**src/rtl/audio_pkg.sv**
```systemverilog
// Shared definitions for the piano_note audio path: melody entry layout,
// note constants and the sequencer state encoding.
package audio_pkg;

   localparam logic [3:0] NOTE_REST     = 4'hF;
   localparam logic [3:0] NUM_SEMITONES = 4'd12;

   localparam int ENTRY_W  = 11;
   localparam int NOTE_LSB = 7;
   localparam int NOTE_W   = 4;
   localparam int OCT_LSB  = 4;
   localparam int OCT_W    = 3;
   localparam int DUR_LSB  = 0;
   localparam int DUR_W    = 4;

   typedef enum logic [2:0] {
      S_IDLE  = 3'd0,
      S_LOAD  = 3'd1,
      S_SOUND = 3'd2,
      S_GAP   = 3'd3,
      S_REST  = 3'd4
   } seq_state_t;

endpackage

```
**src/rtl/seq_mem.sv**
```systemverilog
// Melody storage: DEPTH entries, synchronous write, combinational read.
// A read in the same cycle as a write to that address returns the old data.
module seq_mem
   import audio_pkg::*;
#(
   parameter int DEPTH = 16,
   parameter int W     = ENTRY_W
) (
   input  logic                     clk,
   input  logic                     wr_en,
   input  logic [$clog2(DEPTH)-1:0] wr_addr,
   input  logic [W-1:0]             wr_data,
   input  logic [$clog2(DEPTH)-1:0] rd_addr,
   output logic [W-1:0]             rd_data
);

   logic [W-1:0] mem_q [DEPTH];

   always_ff @(posedge clk) begin
      if (wr_en) mem_q[wr_addr] <= wr_data;
   end

   assign rd_data = mem_q[rd_addr];

endmodule

```
**src/rtl/note_sequencer.sv**
```systemverilog
// Melody player feeding the piano_note tone generator: walks the stored
// entries with beat-accurate timing and a release gap after each sounding note.
module note_sequencer
   import audio_pkg::*;
#(
   parameter int CLK_PER_BEAT = 25000000,
   parameter int GAP_CLKS     = 1000000,
   parameter int DEPTH        = 16
) (
   input  logic                     clk,
   input  logic                     reset,
   input  logic                     wr_en,
   input  logic [$clog2(DEPTH)-1:0] wr_addr,
   input  logic [ENTRY_W-1:0]       wr_data,
   input  logic [$clog2(DEPTH):0]   seq_len,
   input  logic                     start,
   input  logic                     stop,
   input  logic                     loop_en,
   output logic                     key_press,
   output logic [NOTE_W-1:0]        note_idx,
   output logic [OCT_W-1:0]         octave,
   output logic                     busy,
   output logic                     done,
   output logic [$clog2(DEPTH)-1:0] cur_step
);

   localparam int AW    = $clog2(DEPTH);
   localparam int CNT_W = $clog2(15 * CLK_PER_BEAT + 1);

   seq_state_t         state_q, state_d;
   logic [CNT_W-1:0]   cnt_q, cnt_d;
   logic [AW-1:0]      step_q, step_d;
   logic [NOTE_W-1:0]  note_q, note_d;
   logic [OCT_W-1:0]   oct_q, oct_d;
   logic               done_q, done_d;

   logic [AW-1:0]      rd_addr;
   logic [ENTRY_W-1:0] rd_data;
   logic [NOTE_W-1:0]  rd_note;
   logic [OCT_W-1:0]   rd_oct;
   logic [DUR_W-1:0]   rd_dur;
   logic [DUR_W-1:0]   dur_eff;
   logic [CNT_W-1:0]   step_len;
   logic [AW:0]        len_eff;
   logic               last_step;
   logic               step_end;
   logic               load;

   seq_mem #(.DEPTH(DEPTH), .W(ENTRY_W)) u_mem (
      .clk     (clk),
      .wr_en   (wr_en),
      .wr_addr (wr_addr),
      .wr_data (wr_data),
      .rd_addr (rd_addr),
      .rd_data (rd_data)
   );

   assign rd_note = rd_data[NOTE_LSB +: NOTE_W];
   assign rd_oct  = rd_data[OCT_LSB +: OCT_W];
   assign rd_dur  = rd_data[DUR_LSB +: DUR_W];

   always_comb begin
      state_d   = state_q;
      cnt_d     = cnt_q;
      step_d    = step_q;
      note_d    = note_q;
      oct_d     = oct_q;
      done_d    = 1'b0;
      rd_addr   = '0;
      load      = 1'b0;
      step_end  = 1'b0;
      dur_eff   = (rd_dur == '0) ? DUR_W'(1) : rd_dur;
      step_len  = CNT_W'(dur_eff) * CNT_W'(CLK_PER_BEAT);
      len_eff   = (seq_len > (AW+1)'(DEPTH)) ? (AW+1)'(DEPTH) : seq_len;
      last_step = (({1'b0, step_q} + (AW+1)'(1)) >= len_eff);

      case (state_q)
         S_IDLE: begin
            if (start && !stop && (len_eff != '0)) begin
               load   = 1'b1;
               step_d = '0;
            end
         end
         S_SOUND: begin
            if (cnt_q == '0) begin
               if (GAP_CLKS == 0) begin
                  step_end = 1'b1;
               end else begin
                  state_d = S_GAP;
                  cnt_d   = CNT_W'(GAP_CLKS - 1);
               end
            end else begin
               cnt_d = cnt_q - CNT_W'(1);
            end
         end
         S_GAP, S_REST: begin
            if (cnt_q == '0) step_end = 1'b1;
            else             cnt_d    = cnt_q - CNT_W'(1);
         end
         default: state_d = S_IDLE;
      endcase

      // The following entry is fetched on the last cycle of a step so the
      // next step begins with no dead cycle in between.
      if (step_end) begin
         if (!last_step) begin
            load    = 1'b1;
            rd_addr = step_q + AW'(1);
            step_d  = step_q + AW'(1);
         end else if (loop_en) begin
            load   = 1'b1;
            step_d = '0;
         end else begin
            state_d = S_IDLE;
            done_d  = 1'b1;
            step_d  = '0;
            note_d  = '0;
            oct_d   = '0;
            cnt_d   = '0;
         end
      end

      if (load) begin
         if (rd_note >= NUM_SEMITONES) begin
            state_d = S_REST;
            note_d  = '0;
            oct_d   = '0;
            cnt_d   = step_len - CNT_W'(1);
         end else begin
            state_d = S_SOUND;
            note_d  = rd_note;
            oct_d   = rd_oct;
            cnt_d   = step_len - CNT_W'(GAP_CLKS) - CNT_W'(1);
         end
      end

      if (stop && (state_q != S_IDLE)) begin
         state_d = S_IDLE;
         done_d  = 1'b0;
         step_d  = '0;
         note_d  = '0;
         oct_d   = '0;
         cnt_d   = '0;
      end
   end

   always_ff @(posedge clk) begin
      if (reset) begin
         state_q <= S_IDLE;
         cnt_q   <= '0;
         step_q  <= '0;
         note_q  <= '0;
         oct_q   <= '0;
         done_q  <= 1'b0;
      end else begin
         state_q <= state_d;
         cnt_q   <= cnt_d;
         step_q  <= step_d;
         note_q  <= note_d;
         oct_q   <= oct_d;
         done_q  <= done_d;
      end
   end

   assign key_press = (state_q == S_SOUND);
   assign note_idx  = note_q;
   assign octave    = oct_q;
   assign busy      = (state_q != S_IDLE);
   assign done      = done_q;
   assign cur_step  = step_q;

endmodule

```
**config.mk**
```make
export PLATFORM = sky130hd
export DESIGN_NAME = note_sequencer
export DESIGN_NICKNAME = d
export VERILOG_FILES = /design/src/rtl/audio_pkg.sv /design/src/rtl/seq_mem.sv /design/src/rtl/note_sequencer.sv
export SDC_FILE = /design/constraint.sdc
export NUM_CORES = 1
export LEC_CHECK = 0
export ABC_AREA = 1
export CORE_MARGIN = 1.5
export CORE_UTILIZATION = 61
export DETAILED_ROUTE_END_ITERATION = 7
export DONT_BUFFER_PORTS = 1
export GPL_TIMING_DRIVEN = 0
export PLACE_DENSITY = 0.84
export SLEW_MARGIN = 20
export SYNTH_ARGS = -nofsm -noshare
export SYNTH_HDL_FRONTEND = slang
export SYNTH_SLANG_ARGS = --single-unit
```
**constraint.sdc**
```tcl
create_clock -name clk -period 9.4 [get_ports clk]
set_clock_uncertainty 0.1 [all_clocks]
set_input_delay 1.41 -clock clk [delete_from_list [all_inputs] [get_ports clk]]
set_output_delay 1.41 -clock clk [all_outputs]
set_load 0.01 [all_outputs]
```
# After elaboration in Yosys (flattened, before gate mapping)
# Memory sizes are Yosys's and may differ from the RTL's.
# Index checks and enable logic that the tools add are counted.
# op_classes
mux	42
n_eq_ne	4
n_lt_le_gt_ge	3
bitwise_logic	2
add_sub_neg	6
mul	1
n_reduce_logical	19
# op_table
op	count
29-bit two-way mux	7
29-bit by 1-bit subtractor with 29-bit output (second input constant)	3
29-bit case mux with 2 select lines	1
4-bit two-way mux	11
3-bit two-way mux	11
29-bit zero test	1
29-bit by 20-bit subtractor with 29-bit output (second input constant)	1
4-bit by 19-bit multiplier with 23-bit output (second input constant)	1
1-bit two-way mux	10
2-bit nonzero test	4
3-bit by 2-bit equality test with 1-bit output (second input constant)	2
3-bit case mux with 2 select lines	1
4-bit by 1-bit adder with 5-bit output (second input constant)	1
5-bit >= comparator	1
5-bit greater-than comparator (second input constant)	1
5-bit two-way mux	1
5-bit nonzero test	1
4-bit by 1-bit adder with 4-bit output (second input constant)	1
4-bit >= comparator (second input constant)	1
4-bit zero test	1
2-bit OR reduction	2
4-bit OR reduction	1
3-bit equality test (second input constant)	1
1-bit logical AND	3
other kinds (8)	9
# word_totals
ramBits	176
register_bits	44
memories	1
wordCells	84
out_inout_bits	14
# mem_list
name	depth	width	read_ports	rd_clocked_by_memory_dff	write_ports	line	text
u_mem.mem_q	16	11	1	0	1	seq_mem.sv:17	logic [W-1:0] mem_q [DEPTH];

# Logic depth before layout (Yosys ltp)
# An unclocked memory read counts as a cell.
# depth
ltp_word	13
ltp_mapped	41
depth_no_buf	41

# By module
# A second synthesis with hierarchy kept.
# unflattened
cells_unflattened	1566
hier_area_um2	12635.9
# modules_own_cells
mod	cells_per_inst	area_per_inst_um2	instances
seq_mem	736	7628.6	1
note_sequencer	830	5007.3	1

# Worst setup path before layout
# Ideal clock, no wire load.
# synth_timing
path_kind	input-to-reg
startpoint	input port seq_len[0]
endpoint	register cnt_q[28]
path_stages	36
arrival_time_ps	6914
slack_ps	2316
cell_sequence	nor4_1 > o21ai_0 > ha_1 > and3_1 > nand2_1 > nand2_2 > nor2_4 > nand3_2 > buf_2 > o21ai_1 > nand2_1 > nand3_1 > nand3_1 > nand2_2 > inv_1 > fa_1 > inv_1 > fa_1 > inv_1 > ha_1 > nand3_1 > nand2_1 > a21boi_0 > o21ai_0 > nand3_1 > nand2_1 > xnor2_1 > nand2_1 > nor2_1 > and3_1 > nand2_1 > nor2_1 > nand3_1 > nand2_1 > nand3_1 > a21oi_1
# synth_via
elab_chain_cells	13
# synth_lines
item	line	text
start: declaration	note_sequencer.sv:15	input logic [$clog2(DEPTH):0] seq_len,
5-bit greater-than comparator	note_sequencer.sv:74	len_eff = (seq_len > (AW+1)'(DEPTH)) ? (AW+1)'(DEPTH) : seq_len;
5-bit two-way mux *	note_sequencer.sv:74	
5-bit >= comparator	note_sequencer.sv:75	last_step = (({1'b0, step_q} + (AW+1)'(1)) >= len_eff);
4-bit two-way mux	note_sequencer.sv:106	if (!last_step) begin
4-bit two-way mux	note_sequencer.sv:105	if (step_end) begin
memory read 16 x 11 bit	--	
4-bit zero test	note_sequencer.sv:72	dur_eff = (rd_dur == '0) ? DUR_W'(1) : rd_dur;
4-bit two-way mux	note_sequencer.sv:72	
4-bit by 19-bit multiplier with 23-bit output	note_sequencer.sv:73	step_len = CNT_W'(dur_eff) * CNT_W'(CLK_PER_BEAT);
29-bit by 20-bit subtractor with 29-bit output	note_sequencer.sv:133	cnt_d = step_len - CNT_W'(GAP_CLKS) - CNT_W'(1);
29-bit by 1-bit subtractor with 29-bit output	note_sequencer.sv:133	
29-bit two-way mux	note_sequencer.sv:124	if (rd_note >= NUM_SEMITONES) begin
29-bit two-way mux *	note_sequencer.sv:123	if (load) begin
end signal: assignment	note_sequencer.sv:157	cnt_q <= cnt_d;
end: declaration	note_sequencer.sv:31	logic [CNT_W-1:0] cnt_q, cnt_d;
# Mark *: on every way between the ends. The rest lies on a longest branch, timed or not.
# A chain may end at the register's enable or synchronous reset.

# Final worst setup path
# layout_timing
startpoint	register step_q[0] (netlist: cur_step[0])
endpoint	register cnt_q[28]
# layout_via
elab_chain_cells	12
# layout_lines
item	line	text
start: declaration	note_sequencer.sv:32	logic [AW-1:0] step_q, step_d;
start signal: assignment	note_sequencer.sv:158	step_q <= step_d;
4-bit by 1-bit adder with 5-bit output	note_sequencer.sv:75	
5-bit >= comparator	note_sequencer.sv:75	
4-bit two-way mux	note_sequencer.sv:106	
4-bit two-way mux	note_sequencer.sv:105	
memory read 16 x 11 bit	--	
4-bit zero test	note_sequencer.sv:72	
4-bit two-way mux	note_sequencer.sv:72	
4-bit by 19-bit multiplier with 23-bit output	note_sequencer.sv:73	
29-bit by 20-bit subtractor with 29-bit output	note_sequencer.sv:133	
29-bit by 1-bit subtractor with 29-bit output	note_sequencer.sv:133	
29-bit two-way mux	note_sequencer.sv:124	
29-bit two-way mux *	note_sequencer.sv:123	
# Marks and branches as above.

==> results.toml <==
[final_layout]
nNetsFinal = 1379
diodes = 0
multi_input_area_mm2 = 0.00502
final_layout_size_suffix_gt1_frac = 0.101
fin_area_mm2 = 0.0130
seq_area_mm2 = 0.00617
n_fill_cell = 1390
area_growth_syn_to_layout_pct = 8.84

[pwr]
max-vdd-ir-drop_uv = 179
p_int_uw = 1680
power_switching_uw = 624
combPwrFrac = 0.151
power_density_mw_per_mm2 = 178
pwr-share-clk = 0.369
seq_power_share = 0.481
p_leak_uw = 0.00500
switching_share = 0.271

[synthesis]
yosysSeqAreaShare = 0.518
syn_area_mm2 = 0.0119
async_flop_share = 0
avgSynthCellArea_um2 = 9.28
synth-seq-cells = 220
ys.flop_type = "edfxtp_1"
ys_types = 61
synth_enable_flop_cells = 176
synth_nets = 1354
synthCells = 1282
ys_warn_count = 0

[setup_path]
arrival_ns = 8.25
crit_path_end_kind = "register"
cpPeakStageDelay_ns = 0.65
cpMostUsedCell = "nand2_1"
crit_required_ns = 9.75
path_max_fanout = 10
rr_startpoint = "cur_step[0]"
reg2reg_depth = 38
slowest_stage = "fa_1"
critPathLaunchType = "register"
critPathKind = "register to register"
r2r_slack_ns = 1.50
r2r-end = "cnt_q[28]"

[grt]
grt-ovfl-total = 0
grt_max_degree = 17
grtUsageTotal = 0.304
grt_first_pass_wirelength_um = 47400
antenna_found_initial = 0
grt_pass1_vias = 9106

[min_path]
hold_depth = 2
hold_end = "cnt_q[28]"
hold_start = "cnt_q[28]"
min_path_type = "register to register"

[clocking]
clk_pin_slew_ns = 0.06
root_buffer = "clkbuf_16"
clock_latency_ns = 0.53
cts_setup_buffers = 0
cts_buffers = 23
cts_num_sinks = 220
cts_resized = 0
htree_levels = 1
cts_tree = "yes"
cts-hold-fix-buffers = 0
clock_path_buffers = 3

[timing]
hold_violations = 0
setup-violations-final = 0
fmax_mhz = 127
timing.hold.ws_ns = 0.404
fin_crit_sh = 0.841
drv_slew = 0
tightest_slew_ns = 1.11
fin_crit_ns = 7.90
fin_tns_setup_ns = 0
slew_headroom = 0.257
rsz0062_at_grt = "false"

[placement]
gp_congestion = 0.948
hpwl_um = 21100
dpl_cell_area_mm2 = 0.0122
port_buffers = 0

[routing]
dr_total_vias = 9417
viasPerCell = 5.95
drc = 0
dr.pass1.iters = 6
ant_nets = 0
drt-initial-drc-count = 985
totalWireLength_um = 30300
post_drt_wl_per_cell_um = 19.2

[floorplan]
rows = 50
die_w_um = 143
die-area_mm2 = 0.0204
dieHeight_um = 143
initial_core_util = 0.630
ios = 40
core_mm2 = 0.0189

[status]
status = "finished, final reports clean"

[run]
drv_cap = 0
## sequential cells by signal, indices dropped and copies added (netlist names)
register	flops
u_mem.mem_q	176
cnt_q	29
cur_step	4
note_idx	4
octave	3
state_q	3
done	1
## layout make-up
cell class | count | area share
Sequential cell | 220 | 0.476
Multi-Input combinational cell | 894 | 0.388
Clock buffer | 32 | 0.0470
Inverter | 124 | 0.0363
Tap cell | 260 | 0.0251
Buffer | 44 | 0.0213
Clock inverter | 8 | 0.00618
## Yosys cell counts (all sizes together), types with 2 or more instances
cell      n  share of area
xnor2     7         0.0052
a221oi    5         0.0037
mux2i     5         0.0042
a21o      2         0.0013
nor2    139          0.053
a41oi     2         0.0015
a32o      5         0.0042
or2       7         0.0037
edfxtp  176           0.44
nor3     14         0.0067
clkbuf   22         0.0069
nand4    23          0.015
o211ai   20          0.013
ha       38          0.040
o21ai    53          0.023
nand3   136          0.063
fa        8          0.013
a21oi    67          0.029
and3      3         0.0016
a31oi    14         0.0074
o21a      3         0.0019
buf      22          0.016
o22ai     4         0.0026
nand2   306           0.10
nor4      4         0.0021
xor2     16          0.012
nand3b    5         0.0032
dfxtp    44          0.074
inv     123          0.039
## metal layers
metal / vias to the layer above / routed length [um] / global-route usage
met4: 0 / 1350 / 0.148
met5: - / 0 / 0
met1: 4379 / 12100 / 0.397
met3: 105 / 2480 / 0.0449
li1: 4452 / - / -
met2: 481 / 14400 / 0.501
## per-stage QoR
step	worst slack, ns	instances	util	power [uW]
6_report	1.50	1582	0.686	2300
5_1_grt	0.998	1582	0.686	2380
4_1_cts	1.62	1582	0.685	2300
3_5_place_dp	1.13	1542	0.648	1460
3_3_place_gp	1.26	1542	0.647	1450
2_1_floorplan	2.32	1282	-	1380
## logic make-up (layout without fill, tap and decap cells)
kind of cell,count (synthesis),after routing,share of synthesized area
AND/OR/NAND/NOR,638,638,0.252
flip-flops,220,220,0.518
AO/OA/AOI/OAI,182,182,0.0924
buffers and inverters,168,208,0.0628
adder cells (fa/ha/maj),46,46,0.0534
XOR/XNOR,23,23,0.0169
multiplexers,5,5,0.00421
## worst max-delay path, delay by kind of cell (launching register included)
family	cells	cell delay [ns]
AOI/OAI and AO/OA	5	1.11
xor gates and xnor gates	2	0.72
adders and majority gates	4	1.83
buffers and inverters	5	0.72
DFF	1	0.59
and+or+nand+nor	22	2.77
## worst max path at each step
stage,from,end,slack (ns),cells after the start
6_report,cur_step[0],cnt_q[28],1.50,38
5_1_grt,seq_len[0],cnt_q[28],1.0,37
4_1_cts,seq_len[0],cnt_q[28],1.62,37
3_5_place_dp,seq_len[0],cnt_q[28],1.13,37
3_3_place_gp,seq_len[0],cnt_q[28],1.26,36
2_1_floorplan,seq_len[0],cnt_q[28],2.32,36
## power groups by stage
stage	Sequential [uW]	Clock (uW)	Combinational, uW
finish	1110	848	347
global placement	1120	0	330
detailed placement	1130	0	337
CTS	1110	854	340
floorplan	1120	0	263
global route	1110	887	385
## placed cells by master (no fill, tap or decap), types with 7 or more instances in the layout
master / Yosys / layout
clkbuf_1: 22 / 31
nand2_1: 285 / 285
o211ai_1: 18 / 18
nor3_1: 12 / 12
xnor2_1: 7 / 7
nor2_2: 11 / 26
fa_1: 8 / 8
a21oi_1: 64 / 64
xor2_1: 16 / 16
o21ai_0: 47 / 47
buf_6: 10 / 10
edfxtp_1: 176 / 176
inv_1: 115 / 115
clkbuf_16: 0 / 23
a31oi_1: 14 / 14
dfxtp_1: 44 / 44
nor2_1: 120 / 105
nand4_1: 21 / 21
ha_1: 38 / 38
nand3_1: 127 / 127
nand2_2: 15 / 15
No activity file was read; power rests on OpenSTA's default activity.
